[src/rtl/seq_divider_4bit.sv]
// Sequential restoring divider: 8-bit dividend / 4-bit divisor, one quotient bit per clock.
// start/busy/done handshake; divide-by-zero finishes in one cycle with all-ones results.
module seq_divider_4bit (
  input  logic       clk,
  input  logic       rst,
  input  logic       start,
  input  logic [7:0] dividend,
  input  logic [3:0] divisor,
  output logic [7:0] quotient,
  output logic [3:0] remainder,
  output logic       busy,
  output logic       done,
  output logic       div_by_zero
);

  localparam logic [1:0] S_IDLE = 2'd0;
  localparam logic [1:0] S_RUN  = 2'd1;
  localparam logic [1:0] S_DONE = 2'd2;

  logic [1:0] state_q, state_d;
  logic [7:0] dvd_q, dvd_d;
  logic [3:0] dvs_q, dvs_d;
  logic [3:0] rem_q, rem_d;
  logic [7:0] quo_q, quo_d;
  logic [2:0] cnt_q, cnt_d;
  logic       dbz_q, dbz_d;

  logic [4:0] r_shift;
  logic       fits;
  logic [3:0] r_sub;

  // The stored partial remainder is always below the divisor, so only the shifted
  // value needs the fifth bit; the 4-bit subtraction is exact whenever fits is set.
  always_comb begin
    r_shift = {rem_q, dvd_q[7]};
    fits    = (r_shift >= {1'b0, dvs_q});
    r_sub   = r_shift[3:0] - dvs_q;
  end

  always_comb begin
    // NOTE: every next-state signal gets a hold default first, so no branch leaves one unassigned and no latch is inferred.
    state_d = state_q;
    dvd_d   = dvd_q;
    dvs_d   = dvs_q;
    rem_d   = rem_q;
    quo_d   = quo_q;
    cnt_d   = cnt_q;
    dbz_d   = dbz_q;

    case (state_q)
      S_IDLE, S_DONE: begin
        state_d = S_IDLE;
        if (start) begin
          if (divisor == 4'd0) begin
            state_d = S_DONE;
            quo_d   = 8'hFF;
            rem_d   = 4'hF;
            dbz_d   = 1'b1;
          end else begin
            state_d = S_RUN;
            dvd_d   = dividend;
            dvs_d   = divisor;
            rem_d   = 4'd0;
            quo_d   = 8'd0;
            cnt_d   = 3'd0;
            dbz_d   = 1'b0;
          end
        end
      end
      S_RUN: begin
        dvd_d = {dvd_q[6:0], 1'b0};
        quo_d = {quo_q[6:0], fits};
        rem_d = fits ? r_sub : r_shift[3:0];
        cnt_d = cnt_q + 3'd1;
        if (cnt_q == 3'd7) begin
          state_d = S_DONE;
        end
      end
      default: begin
        state_d = S_IDLE;
      end
    endcase
  end

  // NOTE: sequential state uses non-blocking assignments so every register samples pre-edge values.
  always_ff @(posedge clk) begin
    if (rst) begin
      state_q <= S_IDLE;
      dvd_q   <= 8'd0;
      dvs_q   <= 4'd0;
      rem_q   <= 4'd0;
      quo_q   <= 8'd0;
      cnt_q   <= 3'd0;
      dbz_q   <= 1'b0;
    end else begin
      state_q <= state_d;
      dvd_q   <= dvd_d;
      dvs_q   <= dvs_d;
      rem_q   <= rem_d;
      quo_q   <= quo_d;
      cnt_q   <= cnt_d;
      dbz_q   <= dbz_d;
    end
  end

  assign quotient    = quo_q;
  assign remainder   = rem_q;
  assign busy        = (state_q == S_RUN);
  assign done        = (state_q == S_DONE);
  assign div_by_zero = dbz_q;

endmodule

[config.mk]
export PLATFORM = sky130hd
export DESIGN_NAME = seq_divider_4bit
export DESIGN_NICKNAME = d
export VERILOG_FILES = /design/src/rtl/seq_divider_4bit.sv
export SDC_FILE = /design/constraint.sdc
export NUM_CORES = 1
export LEC_CHECK = 0
export CAP_MARGIN = 20
export CORE_ASPECT_RATIO = 1.75
export CORE_UTILIZATION = 45
export CTS_CLUSTER_SIZE = 24
export DETAILED_ROUTE_END_ITERATION = 8
export PLACE_DENSITY = 0.68
export REMOVE_ABC_BUFFERS = 1
export SYNTH_ARGS = -nofsm -noshare
export SYNTH_HDL_FRONTEND = slang
export SYNTH_SLANG_ARGS = --single-unit
[constraint.sdc]
create_clock -name clk -period 2.4 [get_ports clk]
set_input_delay 0.6 -clock clk [delete_from_list [all_inputs] [get_ports clk]]
set_output_delay 0.6 -clock clk [all_outputs]
set_load 0.005 [all_outputs]
== Word-level counts from Yosys, hierarchy flattened ==
Index checks and enable logic that the tools add are counted.
W data, S select, Z words.

* Output and inout port bits: 15
* Register bits after elaboration: 30

* $add $sub $neg: 2
* Muxes and demuxes: 18
* Bitwise operators: 1
* Eq/ne operators: 6
* Reductions and logical operators: 8
* Order comparisons: 1

{| class="wikitable"
|+ Operator list
! cell !! count
|-
| $mux W8 || 4
|-
| $pmux W8 S2 || 2
|-
| $mux W4 || 3
|-
| $pmux W4 S2 || 1
|-
| $mux W2 || 3
|-
| $mux W3 || 2
|-
| $pmux W3 S2 || 1
|-
| $reduce_and A3 Y1 || 2
|-
| $ge A5 B4 Y1 || 1
|-
| $logic_not A4 Y1 || 1
|-
| $ne A2 B2 Y1 const B || 2
|-
| $pmux W2 S2 || 1
|-
| $reduce_and A2 Y1 || 2
|-
| $sub A4 B4 Y4 || 1
|-
| $add A3 B1 Y3 const B || 1
|-
| $eq A3 B3 Y1 const B || 1
|-
| $eq A2 B1 Y1 const B || 1
|-
| $eq A2 B2 Y1 const B || 1
|-
| $logic_not A2 Y1 || 1
|-
| $ne A2 B1 Y1 const B || 1
|-
| $reduce_bool A2 Y1 || 1
|-
| $reduce_or A2 Y1 || 1
|-
| $mux W1 || 1
|-
| $not A1 Y1 || 1
|}

== Longest topological paths before layout ==
* Word-level depth: 4
* Gate-level depth with buffers: 8
* Gate-level depth less buffers: 8

== Worst setup path after synthesis ==
Ideal clock, no wire load.

* Path type: flip-flop to flip-flop
* Start: register dvd_q[7]
* End: register rem_q[0], in the netlist remainder[0]
* Library setup time: 0.122 ns
* Arrival: 1.634 ns
* Data required time: 2.278 ns
* Setup slack: 0.645 ns
* Buffers on the path: 0
* Stages on the path, launching flop included: 7
* Path through: dfxtp_1 -> inv_1 -> ha_1 -> nand2b_1 -> a2111oi_4 -> nor4_1 -> o311a_1

* Longest elaborated chain between the ends: 3
* Elaborated cells between the ends (all ways): 4
* Those cells by class: add/sub: 1; order compare: 1; mux: 2

{| class="wikitable"
|+ Ends and longest elaborated chain
! what !! RTL line !! text
|-
| start, declared || 21 || <nowiki>logic [7:0] dvd_q, dvd_d;</nowiki>
|-
| start signal, assigned || 97 || <nowiki>dvd_q <= dvd_d;</nowiki>
|-
| $sub A4 B4 Y4 or $ge A5 B4 Y1 (tied branches) || 37, 36 ||
|-
| $mux W4 (*) || 73 || <nowiki>rem_d = fits ? r_sub : r_shift[3:0];</nowiki>
|-
| $pmux W4 S2 (*) || 50 || <nowiki>case (state_q)</nowiki>
|-
| end signal, assigned || 99 || <nowiki>rem_q <= rem_d;</nowiki>
|-
| end, declared || 23 || <nowiki>logic [3:0] rem_q, rem_d;</nowiki>
|}

Mark *: on every way between the ends. The rest lies on a longest branch, timed or not.
A chain may end at the register's enable or synchronous reset.

== Worst setup path after layout ==
* Start: register state_q[1]
* End: output port busy

* Longest elaborated chain between the ends: 1

{| class="wikitable"
|+ Ends and longest elaborated chain
! what !! RTL line !! text
|-
| start, declared || 20 || <nowiki>logic [1:0] state_q, state_d;</nowiki>
|-
| start signal, assigned || 96 || <nowiki>state_q <= state_d;</nowiki>
|-
| $eq A2 B1 Y1 || 108 || <nowiki>assign busy = (state_q == S_RUN);</nowiki>
|-
| end, declared || 11 || <nowiki>output logic busy,</nowiki>
|}

No other way between the ends.

==> qor.yml <==
status: "finished clean"
fill_cells: 306
grt_pass1_vias: 1366
start_util_pct: 47.7
grt_pass1_wl_um: 5600
async_reset_ff_share_pct: 0
gp_congestion: 0.896
layout.nets: 232
clock_sinks: 30
crit-reg2reg-launch: "dvd_q[7]"
hold_buffers: 0
yosys_warnings: 0
pwr-share-seq_pct: 44.8
viasPerCell: 5.58
final.min_clock_period_ns: 2.14
insertion_delay_ns: 0.28
drv_slew: 0
rr_endpoint: "remainder[2]"
rows: 27
p_int_uw: 880
combPwrFrac_pct: 25.6
die_height_um: 78.7
p_per_area_mw_per_mm2: 647
yosysSeqAreaShare_pct: 39.7
mostFrequentLayoutCell: "dfxtp_1"
r2r_slack_ns: 0.46
pwr-share-clk_pct: 29.6
synth-simple-area-share_pct: 19.8
drv_cap: 0
final_hold_viol_count: 0
postSynthAreaPerCell_um2: 8.55
portBuffers: 29
drtIter0Drc: 31
critPathRequiredTime_ns: 1.80
synth_compound_area_share_pct: 27.7
die-area_mm2: 0.00361
worstMarginPinSlew_ns: 0.550
postCtsSetupRepairBufs: 0
ant_nets: 0
synthMuxAreaShare_pct: 0
firstDrtPassIters: 4
fmaxAchievable_ghz: 0.466
grt_setup_unrepaired: "no"
clock_skew_ns: 0.00118
wl_um: 3420
irDropWorstVdd_uv: 581
hold_path_end: "dvs_q[3]"
routedWlPerCell_um: 13.5
area_delta_synth_final_pct: 27.3
die_x_um: 45.8
synth_top_family_by_area: "compound AO/OA/AOI/OAI gates"
whs_path_depth: 2
cpPeakStageDelay_ns: 0.56
cp_num_buf_inv: 2
synth.distinct_cells: 41
post_cts_resized: 0
critical_path_peak_fanout: 18
grt-ovfl-total: 0
cp.arrival_ns: 1.54
ioPinCount: 30
final_cell_mix: "dfxtp_1 (30), clkdlybuf4s50_1 (29), nand2_1 (22), a21oi_1 (21), nor2_1 (19)"
core_area_mm2: 0.00318
slowest_stage: "clkdlybuf4s50_1"
synth_fa_ha_area_share_pct: 6.28
synth_area_mm2: 0.00151
synth_edf_count: 0
swShare_pct: 29.4
ys.flop_type: "dfxtp_1"
dp_hpwl_um: 2540
clkTransAtPathRegs_ns: 0.06
cts_buffer_depth: 2
reg2reg_depth: 8
crit_chain: "nand2b_1 > inv_2 > clkdlybuf4s50_1"
numCtsBuffers: 5
fin_tns_setup_ns: 0
start_kind: "register"
antenna_found_initial: 0
fin_area_mm2: 0.00193
crit_type: "register to primary output"
synth_cells: 177
synth_xor_area_share_pct: 0.579
root_buffer: "clkbuf_8"
fin_crit_sh_pct: 89.3
path_delay_family: "buffers and inverters"
cts_tree: "built"
cts_max_level: 2
grt_max_degree: 25
slew_headroom_pct: 63.2
drc: 0
p_sw_uw: 366
min_path_type: "register to register"
holdWs_ns: 0.461
hp-start: "dvs_q[3]"
synth_seq_cells: 30
antenna_cells: 0
drive_gt1_share_pct: 9.52
vias: 1412
place_area_mm2: 0.00185
leakagePower_nw: 0.718
track_usage_pct: 20.8
setup_violations: 0
endpoint_kind: "primary output"
[cells in the mapped netlist, types with 2 or more instances]
master / number / area, um2
nor3_1: 2 / 10.0
clkbuf_1: 6 / 22.5
a311oi_1: 6 / 52.6
or2_2: 2 / 12.5
nand2_4: 2 / 22.5
nor4_1: 2 / 12.5
nand2_1: 22 / 82.6
nand3_1: 4 / 20.0
o21ai_0: 3 / 15.0
a21o_1: 3 / 22.5
ha_1: 6 / 75.1
inv_1: 7 / 26.3
nand2b_1: 4 / 25.0
a31oi_1: 2 / 12.5
nor2b_1: 2 / 12.5
a211oi_1: 3 / 22.5
dfxtp_1: 30 / 601
a22oi_1: 9 / 67.6
buf_2: 2 / 10.0
a21oi_1: 21 / 105
nor2_1: 19 / 71.3
[cells by family after synthesis]
family | after synthesis
simple gates | 63
compound gates | 58
flops | 30
buf+inv | 18
fa+ha+maj | 7
xor+xnor | 1
[cell type report]
class                           count  area, um2  area share [%]
Clock buffer                        7       76.3            3.96
Inverter                            8       30.0            1.56
Multi-Input combinational cell    129        823            42.7
Sequential cell                    30        601            31.2
Tap cell                           43       53.8            2.79
Timing Repair Buffer               36        343            17.8
[power groups by stage]
stage	clock network [mW]	registers, mW	logic, mW
6_report	0.369	0.558	0.319
5_1_grt	0.401	0.563	0.352
4_1_cts	0.378	0.558	0.320
3_5_place_dp	0	0.569	0.318
3_3_place_gp	0	0.568	0.307
2_1_floorplan	0	0.565	0.199
[metal layers]
metal  wire length, um  vias to the layer above  global-route usage (%)
met5                 0                        -                       0
met4                62                        0                    8.53
met3                85                        6                    4.77
met2              1850                       23                    36.6
met1              1420                      676                    22.5
li1                  -                      707                       -
[flip-flops by register name, indices dropped and copies added (netlist names)]
signal	count
dvd_q	8
quotient	8
dvs_q	4
remainder	4
cnt_q	3
state_q	2
div_by_zero	1
[stage by stage]
step,utilization [%],power [mW],std cells,setup WS [ns]
4_1_cts,60.7,1.26,253,0.242
3_5_place_dp,58.3,0.887,246,0.115
5_1_grt,60.7,1.32,253,0.144
3_3_place_gp,58.3,0.875,246,0.201
6_report,60.7,1.25,253,0.256
2_1_floorplan,-,0.764,167,0.512
[worst max-delay path by stage]
stage / cells past startpoint / endpoint / from
finish: 3 / busy / state_q[1]
global route: 3 / busy / state_q[0]
CTS: 3 / busy / state_q[1]
detailed placement: 5 / dvd_q[6] / divisor[3]
global placement: 5 / dvd_q[1] / divisor[3]
floorplan: 4 / remainder[3] / start
[tightest hold or removal path, delay by kind of cell, from the launching register on]
family / cells / cell delay, ns
simple gates: 1 / 0.05
compound gates: 1 / 0.05
flops: 1 / 0.31
Power figures use the tool's default switching activity.
